==> config.mk <==
export PLATFORM = sky130hd
export DESIGN_NAME = m_uart_tx_arb
export DESIGN_NICKNAME = d
export VERILOG_FILES = /design/src/rtl/m_uart_tx_arb.sv
export SDC_FILE = /design/constraint.sdc
export NUM_CORES = 1
export LEC_CHECK = 0
export ABC_AREA = 0
export CORE_MARGIN = 1.5
export CORE_UTILIZATION = 50
export CTS_BUF_LIST = sky130_fd_sc_hd__clkbuf_4
export DETAILED_ROUTE_END_ITERATION = 7
export PLACE_DENSITY_LB_ADDON = 0.08
export SYNTH_ARGS = -nofsm -noshare
export SYNTH_HDL_FRONTEND = slang
export SYNTH_SLANG_ARGS = --single-unit
==> constraint.sdc <==
create_clock -name w_clk -period 3.77 [get_ports w_clk]
set_clock_uncertainty 0.05 [all_clocks]
set_input_delay 0.754 -clock w_clk [delete_from_list [all_inputs] [get_ports w_clk]]
set_output_delay 0.754 -clock w_clk [all_outputs]
set_load 0.1 [all_outputs]
==> src/rtl/m_uart_tx_arb.sv <==
// Four-requester round-robin arbiter in front of a UART byte transmitter.
// Issues one byte per frame and holds off for a full frame after reset.
module m_uart_tx_arb #(
    parameter int UART_CNT = 100
) (
    input  logic        w_clk,
    input  logic        w_rst_n,
    input  logic [3:0]  w_req,
    input  logic [31:0] w_data,
    output logic [3:0]  w_ack,
    output logic        w_we,
    output logic [7:0]  w_dout,
    output logic        w_busy
);

    localparam int          FRAME      = 10 * UART_CNT;
    localparam logic [15:0] FRAME_LAST = 16'(FRAME - 1);

    typedef enum logic {
        ST_IDLE = 1'b0,
        ST_WAIT = 1'b1
    } state_t;

    state_t      state_r;
    state_t      state_s;
    logic [15:0] cnt_r;
    logic [15:0] cnt_s;
    logic [1:0]  ptr_r;
    logic [1:0]  ptr_s;
    logic [1:0]  grant_s;
    logic        we_s;
    logic [3:0]  ack_s;
    logic [7:0]  dout_s;
    logic        busy_s;

    // First set request bit at or above ptr, wrapping modulo 4.
    function automatic logic [1:0] f_rr_grant(input logic [3:0] req, input logic [1:0] ptr);
        logic [1:0] idx;
        logic       found;
        f_rr_grant = ptr;
        found      = 1'b0;
        for (int i = 0; i < 4; i++) begin
            idx = ptr + 2'(i);
            if (!found && req[idx]) begin
                f_rr_grant = idx;
                found      = 1'b1;
            end else begin
                found = found;
            end
        end
    endfunction

    // Next-state, counter, pointer and output decode.
    always_comb begin
        state_s = state_r;
        cnt_s   = cnt_r;
        ptr_s   = ptr_r;
        we_s    = 1'b0;
        ack_s   = 4'b0000;
        dout_s  = w_dout;
        grant_s = f_rr_grant(w_req, ptr_r);
        case (state_r)
            ST_IDLE: begin
                if (w_req != 4'b0000) begin
                    we_s    = 1'b1;
                    dout_s  = w_data[{grant_s, 3'b000} +: 8];
                    ack_s   = 4'b0001 << grant_s;
                    ptr_s   = grant_s + 2'd1;
                    cnt_s   = 16'd1;
                    state_s = ST_WAIT;
                end else begin
                    state_s = ST_IDLE;
                end
            end
            ST_WAIT: begin
                // Requests are deliberately ignored until the frame has been shifted out.
                cnt_s = cnt_r + 16'd1;
                if (cnt_r == FRAME_LAST) begin
                    state_s = ST_IDLE;
                end else begin
                    state_s = ST_WAIT;
                end
            end
            default: begin
                state_s = ST_WAIT;
                cnt_s   = 16'd0;
            end
        endcase
        busy_s = (state_s == ST_WAIT);
    end

    // State register and registered outputs; reset enters the holdoff frame.
    always_ff @(posedge w_clk or negedge w_rst_n) begin
        if (!w_rst_n) begin
            state_r <= ST_WAIT;
            cnt_r   <= 16'd0;
            ptr_r   <= 2'd0;
            w_we    <= 1'b0;
            w_ack   <= 4'b0000;
            w_dout  <= 8'h00;
            w_busy  <= 1'b1;
        end else begin
            state_r <= state_s;
            cnt_r   <= cnt_s;
            ptr_r   <= ptr_s;
            w_we    <= we_s;
            w_ack   <= ack_s;
            w_dout  <= dout_s;
            w_busy  <= busy_s;
        end
    end

endmodule

**Yosys cells after proc, flatten, opt, wreduce, memory -nomap -nowiden**

Cells that the tools add are included.
Widths: inputs -> output; s select.

- Register bits after elaboration: 32
- Word-level logic and storage cells: 50
- Input port bits: 38

- $lt $le $gt $ge: 4
- Muxes and demuxes: 22
- Reductions and logical operators: 8
- Shift-type cells: 2
- Bitwise logic cells: 1
- $add $sub $neg: 5
- Eq/ne operators: 2

Operator list:

| kind | count |
|---|---|
| $pmux 16 s2 | 1 |
| $shiftx 32x6->8 | 1 |
| $add 16x1->16 const B | 1 |
| $eq 16x10->1 const B | 1 |
| $mux 16 | 1 |
| $lt 2x3->1 const B | 4 |
| $mux 1 | 10 |
| $bmux 1 s2 | 4 |
| $mux 4 | 2 |
| $mux 2 | 3 |
| $add 2x1->2 const B | 2 |
| $add 2x2->2 const B | 2 |
| $reduce_bool 4->1 | 1 |
| $shl 1x2->4 const A | 1 |
| $logic_and 1x1->1 | 3 |
| $logic_not 1->1 | 3 |
| $ne 2x2->1 const B | 1 |
| $pmux 1 s2 | 1 |
| $reduce_and 2->1 | 1 |
| $not 1->1 | 1 |

**Longest topological paths before layout**

Gate-level depths: netlist of the first run.

- Word-level depth: 15
- Depth in mapped cells: 7

**Least setup slack after synthesis of the first run**

Ideal clock, no wire load.

- Kind: input to register
- Start point: input port w_req[0]
- End point: register w_dout[0]
- Stages: 6
- Path slack: 1.336 ns
- Buffers on the path: 1
- Arrival: 2.258 ns
- Setup time: 0.126 ns
- Cell sequence: nor2b_1 -> or4_1 -> buf_6 -> nand2_8 -> mux2_1 -> a221o_1

- Cells in the longest elaborated chain, start to end: 13
- Elaborated cells on any way between the ends: 23
- Classes of those cells: shift: 1; mux: 14; reduce/logical: 8

Ends and longest elaborated chain:

| element | RTL line | RTL |
|---|---|---|
| start: declaration | 8 | `input logic [3:0] w_req,` |
| $bmux 1 s2 | 44 | `if (!found && req[idx]) begin` |
| $mux 1 (not written as such) | 44 |  |
| $mux 1 | 44 |  |
| $logic_not 1->1 | 44 |  |
| $logic_and 1x1->1 | 44 |  |
| $mux 1 | 44 |  |
| $logic_not 1->1 | 44 |  |
| $logic_and 1x1->1 | 44 |  |
| $mux 1 | 44 |  |
| $logic_not 1->1 | 44 |  |
| $logic_and 1x1->1 | 44 |  |
| $mux 2 | 44 |  |
| $shiftx 32x6->8 | 66 | `dout_s = w_data[{grant_s, 3'b000} +: 8];` |
| end signal: assignment | 108 | `w_dout <= dout_s;` |
| end: declaration | 12 | `output logic [7:0] w_dout,` |

Parallel ways exist; a longest one is shown, timed or not. The select of a mux whose other input is x is not followed.
A chain may end at the register's enable or synchronous reset.

**Worst setup path after layout of the first run**

- Start point: input port w_req[3]
- End point: register w_dout[1]

The elaborated chain is that of the path after synthesis.

==> metrics.csv, run 1 <==
stage,metric,value,unit
cts,clock_sinks,32,
detailed_routing,postRouteAntennaNets,0,
cts,clock_latency,330,ps
sta,fin_crit,2860,ps
yosys,syn_nets,206,
detailed_routing,wirelength,4050,um
yosys,avgSynthCellArea,10.0,um2
yosys,yosys_warnings,0,
cts,h-tree-depth,2,
yosys,synth_ff_type,dfrtp_1,
sta,fmax,349,MHz
setup_path,cpPeakStageDelay,620,ps
detailed_routing,routed.top_layer,met4,
setup_path,critPathLaunchType,input port,
power,pwr-share-seq,48.4,%
cells_and_area,nFillCells,249,
sta,setup_viol,0,
cells_and_area,most-common-layout-cells,"clkdlybuf4s50_1, dfrtp_1, nand3_1, nand2_1, o21ai_0",
cells_and_area,finalNonFillerCells,266,
cts,cts_root_buffer,clkbuf_4,
cts,cts_tree,done,
floorplanning,die_h,60.9,um
cells_and_area,seq_area,802,um2
global_route,grt_pass1_vias,1564,
sta,hold_slack,449,ps
yosys,synth_cell_types,44,
sta,slew_violations,0,
setup_path,cp_data_arrival_time,3040,ps
cts,cts_buffers,5,
yosys,synth-async-reset-ratio,100,%
setup_path,path_class,input port to flop,
detailed_routing,vias,1538,
power,clockPowerShare,17.0,%
setup_path,cp.required,3950,ps
job,drv_cap,0,
setup_path,endpoint_kind,flop,
cells_and_area,fin_nets,261,
yosys,synth_area_leader_cell,dfrtp_1,
placed_design,portBuffers,51,
placed_design,placed_cells,259,
yosys,synth_area,1680,um2
detailed_routing,wl_per_cell,15.2,um
hold_path,min_path_type,flop to flop,
cells_and_area,drive_gt1_share,7.66,%
cells_and_area,multi_input_area,840,um2
setup_path,worstRegToRegCells,5,
power,comb_power_share,34.5,%
placed_design,gp_congestion,0.827,
yosys,netlist_top_cells_area,"dfrtp_1, nand3_1, mux2_1, a221o_1, o21ai_0",
yosys,yosysSeqAreaShare,47.8,%
floorplanning,core-area,3130,um2
floorplanning,ios,52,
sta,hold_violations,0,
yosys,synth_top_area_share,46.3,%
floorplanning,die-area,3710,um2
global_route,antenna_found_initial,0,
power,vdd_drop_max,0.203,mV
sta,worstMarginPinSlew,994,ps
cells_and_area,fin_util,72.8,%
run_status,status,"finished, final reports clean",
floorplanning,start_util,53.6,%
power,power.density,481,nW/um2
detailed_routing,route.detailed.drc,0,
power,p_total,1.10,mW
detailed_routing,met3_wirelength,254,um
detailed_routing,drtPass1Iterations,4,
global_route,grt_usage,24.4,%
power,leakage,0.924,nW
setup_path,cp_num_buf_inv,1,
setup_path,critical-path-top-delay-family,simple AND/OR/NAND/NOR gates,
global_route,overflow,0,
cts,cts_resized,0,
floorplanning,die_x,60.9,um
sta,post-route-period-util,75.9,%
hold_path,hold_path_depth,1,
cts,post_cts_buffers,0,
cells_and_area,num_antenna_cells,0,
power,p_int,0.665,mW
cells_and_area,final_common_cell,clkdlybuf4s50_1,
global_route,grt_pass1_wl,6610,um
yosys,synth_edf_count,0,
sta,slew_headroom,33.5,%
detailed_routing,wl_met2,2050,um
yosys,synthCells,167,
detailed_routing,routed_via_density,5.78,
setup_path,crit_chain,clkdlybuf4s50_1 > and3b_1 > or4_1 > nand2_8 > mux2_1 > a221o_1,
global_route,grt_max_degree,33,
cts,ctsHoldBuffers,0,
power,switching_share,39.3,%
setup_path,cp_num_cells,6,
cts,clkSlewWorstSetupHoldPaths,90,ps
placed_design,dp.final_hpwl,3100,um
sta,rsz0062_at_grt,no,
setup_path,cp_max_fo,10,
yosys,synth_seq_cells,32,
setup_path,slowest_stage,or4_1,
power,p_sw,0.431,mW
sta,final.setup.tns,0,ps
cells_and_area,area_delta_synth_final,35.8,%
detailed_routing,drtIter0Drc,104,
setup_path,r2r_slack,1430,ps
cts,cts_buffer_depth,2,
floorplanning,rows,20,
detailed_routing,m1WireLength,1700,um
## through the flow
| step | instance area [um2] | worst slack [ps] |
|---|---|---|
| 3_3_place_gp | 2230 | 631 |
| 6_report | 2280 | 908 |
| 4_1_cts | 2280 | 930 |
| 3_5_place_dp | 2230 | 558 |
| 2_1_floorplan | 1680 | 1340 |
| 5_1_grt | 2280 | 687 |
## state kept, by name (all words and copies together) (netlist names)
signal   flops
ptr_r        2
state_r      1
w_ack        4
w_we         1
cnt_r       16
w_dout       8
## routing by layer
metal  vias up  track usage [%]
li1        743                -
met1       738             27.3
met2        52             43.6
met3         5             7.46
met4         0             8.70
met5         -                0
## cell usage after synthesis, drive strengths merged (2+ instances only)
cell type  count
nor2b          5
mux2i          3
nand2         14
or2            2
dfrtp         31
nor2          11
mux2           7
o21a           2
inv            2
o211ai         4
buf            2
a22o           2
nand3         17
clkbuf         3
nor3           3
and3           3
o21ai         17
nor4           4
a21oi          7
o31ai          5
nand4          2
a221o          7
## area by class of cell
class,instances,area share [%]
multi-input combinational,128,36.9
clock buffer,6,1.98
clock inverter,1,0.220
inverter,2,0.330
timing repair buffer,53,23.0
sequential,32,35.2
tap,44,2.42
## power by group through the flow
stage / Sequential (mW) / Combinational (mW) / Clock [mW]
2_1_floorplan: 0.596 / 0.186 / 0
3_3_place_gp: 0.527 / 0.364 / 0
3_5_place_dp: 0.534 / 0.380 / 0
4_1_cts: 0.528 / 0.381 / 0.191
5_1_grt: 0.541 / 0.416 / 0.208
6_report: 0.531 / 0.379 / 0.187
## kinds of logic after synthesis
kind of cell               count (synthesis)  share of synthesized area (%)
AOI/OAI and AO/OA                         49                           20.3
adders and majority gates                  1                          0.746
DFF                                       32                           47.8
buffers and inverters                      7                           2.09
xor gates and xnor gates                   2                           1.04
muxes                                     10                           6.49
and+or+nand+nor                           66                           21.5
## path summary, 6_finish.rpt
check,from,end
setup reg to reg,ptr_r[1],w_dout[1]
min in group asynchronous,w_rst_n,cnt_r[6]
max in group asynchronous,w_rst_n,state_r
hold / removal,cnt_r[15],cnt_r[15]
setup / recovery,w_req[3],w_dout[1]
hold reg to reg,cnt_r[15],cnt_r[15]
Note: power is estimated with default switching activity, not from simulation.
==> run 2, diff against run 1 <==
CORE_UTILIZATION = 48   (was 50)
clock period = 2.65 ns   (was 3.77 ns; I/O delays follow)
==> run 2 against run 1 <==
- flip-flop and latch count unchanged
- largest power group unchanged
- cell area up 2.7%
- sequential power is 42% higher
- critical path type unchanged
- cell count increased by 5.6%
- largest cell class unchanged
- worst hold slack improved by 4.2 ps
==> metrics.csv, run 2 (synthesized netlist as in run 1, its figures left out) <==
stage,metric,value,unit
sta,slew_violations,0,
power,clockPowerShare,16.6,%
sta,hold_slack,454,ps
power,leakage,1.00,nW
sta,final.setup.tns,0,ps
floorplanning,core-area,3340,um2
sta,post-route-period-util,93.0,%
cts,post_cts_buffers,0,
setup_path,r2r_slack,460,ps
power,p_int,0.945,mW
setup_path,cp_data_arrival_time,2600,ps
placed_design,dp.final_hpwl,3250,um
sta,rsz0062_at_grt,no,
cts,cts_resized,0,
placed_design,gp_congestion,0.819,
cells_and_area,drive_gt1_share,17.9,%
sta,fmax,406,MHz
sta,worstMarginPinSlew,576,ps
global_route,grt_pass1_vias,1632,
cells_and_area,final_area,2340,um2
detailed_routing,vias,1601,
cells_and_area,most-common-layout-cells,"clkdlybuf4s50_1, dfrtp_1, buf_4, nand3_1, nand2_1",
sta,slew_headroom,61.4,%
cells_and_area,top_register,cnt_r,
setup_path,cp_max_fo,4,
cells_and_area,final_common_cell,clkdlybuf4s50_1,
power,power.density,669,nW/um2
job,drv_cap,0,
power,pwr-share-seq,48.1,%
cells_and_area,reg_top3,"cnt_r x16, w_dout x8, w_ack x4",
floorplanning,start_util,50.2,%
cells_and_area,largest_reg_flops,16,
cts,clock_sinks,32,
placed_design,placed_cells,273,
global_route,antenna_found_initial,0,
placed_design,placed_area,2290,um2
detailed_routing,wirelength,4210,um
cts,ctsHoldBuffers,0,
hold_path,min_path_type,flop to flop,
power,vdd_drop_max,0.290,mV
cells_and_area,fin_nets,273,
setup_path,critPathLaunchType,input port,
global_route,grt_max_degree,33,
detailed_routing,wl_per_cell,15.0,um
setup_path,endpoint_kind,flop,
detailed_routing,routed_via_density,5.70,
cts,cts_buffer_depth,2,
detailed_routing,drtPass1Iterations,5,
floorplanning,die-area,3860,um2
floorplanning,die_x,62.1,um
setup_path,path_class,input port to flop,
floorplanning,die_h,62.1,um
cts,cts_tree,done,
global_route,overflow,0,
cts,cts_root_buffer,clkbuf_4,
global_route,grt_usage,23.7,%
detailed_routing,postRouteAntennaNets,0,
cts,clock_latency,320,ps
sta,setup_viol,0,
power,comb_power_share,35.3,%
cells_and_area,finalNonFillerCells,281,
run_status,status,"finished, final reports clean",
sta,fin_crit,2470,ps
detailed_routing,drtIter0Drc,122,
cells_and_area,num_antenna_cells,0,
power,switching_share,39.6,%
floorplanning,rows,21,
cts,cts_buffers,5,
setup_path,cp.required,2790,ps
cts,h-tree-depth,2,
placed_design,portBuffers,51,
cts,clkSlewWorstSetupHoldPaths,90,ps
global_route,grt_pass1_wl,7250,um
sta,hold_violations,0,
floorplanning,ios,52,
power,p_sw,0.618,mW
cells_and_area,area_delta_synth_final,39.5,%
detailed_routing,route.detailed.drc,0,
-- run 2: power groups by stage --
stage | Clock, mW | Combinational (mW) | Sequential, mW
after floorplan | 0 | 0.265 | 0.848
after global placement | 0 | 0.529 | 0.750
after detailed placement | 0 | 0.556 | 0.754
after CTS | 0.269 | 0.556 | 0.748
after global routing | 0.292 | 0.609 | 0.777
final | 0.259 | 0.552 | 0.752
-- run 2: worst max-delay path, cell delays in order --
cell	delay, ps
clkdlybuf4s50_1	440
buf_4	160
nor2b_1	160
o21a_1	240
or3_1	430
a2111oi_0	550
a311oi_1	100
-- run 2: worst paths after layout --
kind | start | to | depth (start not counted)
worst min register to register | cnt_r[15] | cnt_r[15] | 1
worst max register to register | ptr_r[1] | w_dout[3] | 5
worst min-delay path | cnt_r[15] | cnt_r[15] | 1
worst max-delay path | w_req[2] | w_dout[7] | 7
max in group asynchronous | w_rst_n | state_r | 2
min in group asynchronous | w_rst_n | cnt_r[6] | 2
-- run 2: area by class of cell --
class                      count  area [um2]
clock inverter                 3        13.8
multi-input combinational    128         840
tap                           46        57.6
clock buffer                   5        37.5
timing repair buffer          65         581
fill                         274         998
sequential                    32         802
inverter                       2        7.51
-- run 2: through the flow --
step	worst slack, ps	total power, mW	utilization (%)
after floorplan	440	1.11	-
after global routing	165	1.68	70.1
final	185	1.56	70.1
after detailed placement	-114	1.31	68.5
after CTS	237	1.57	70.1
after global placement	-22.8	1.28	68.5
-- run 2: layer usage --
| layer | share of wire (%) | global-route usage, % | wire (um) |
|---|---|---|---|
| met1 | 40 | 28.0 | 1680 |
| met2 | 53 | 41.7 | 2230 |
| met3 | 6.7 | 7.61 | 282 |
| met4 | 0.59 | 6.39 | 25 |
| met5 | 0 | 0 | 0 |
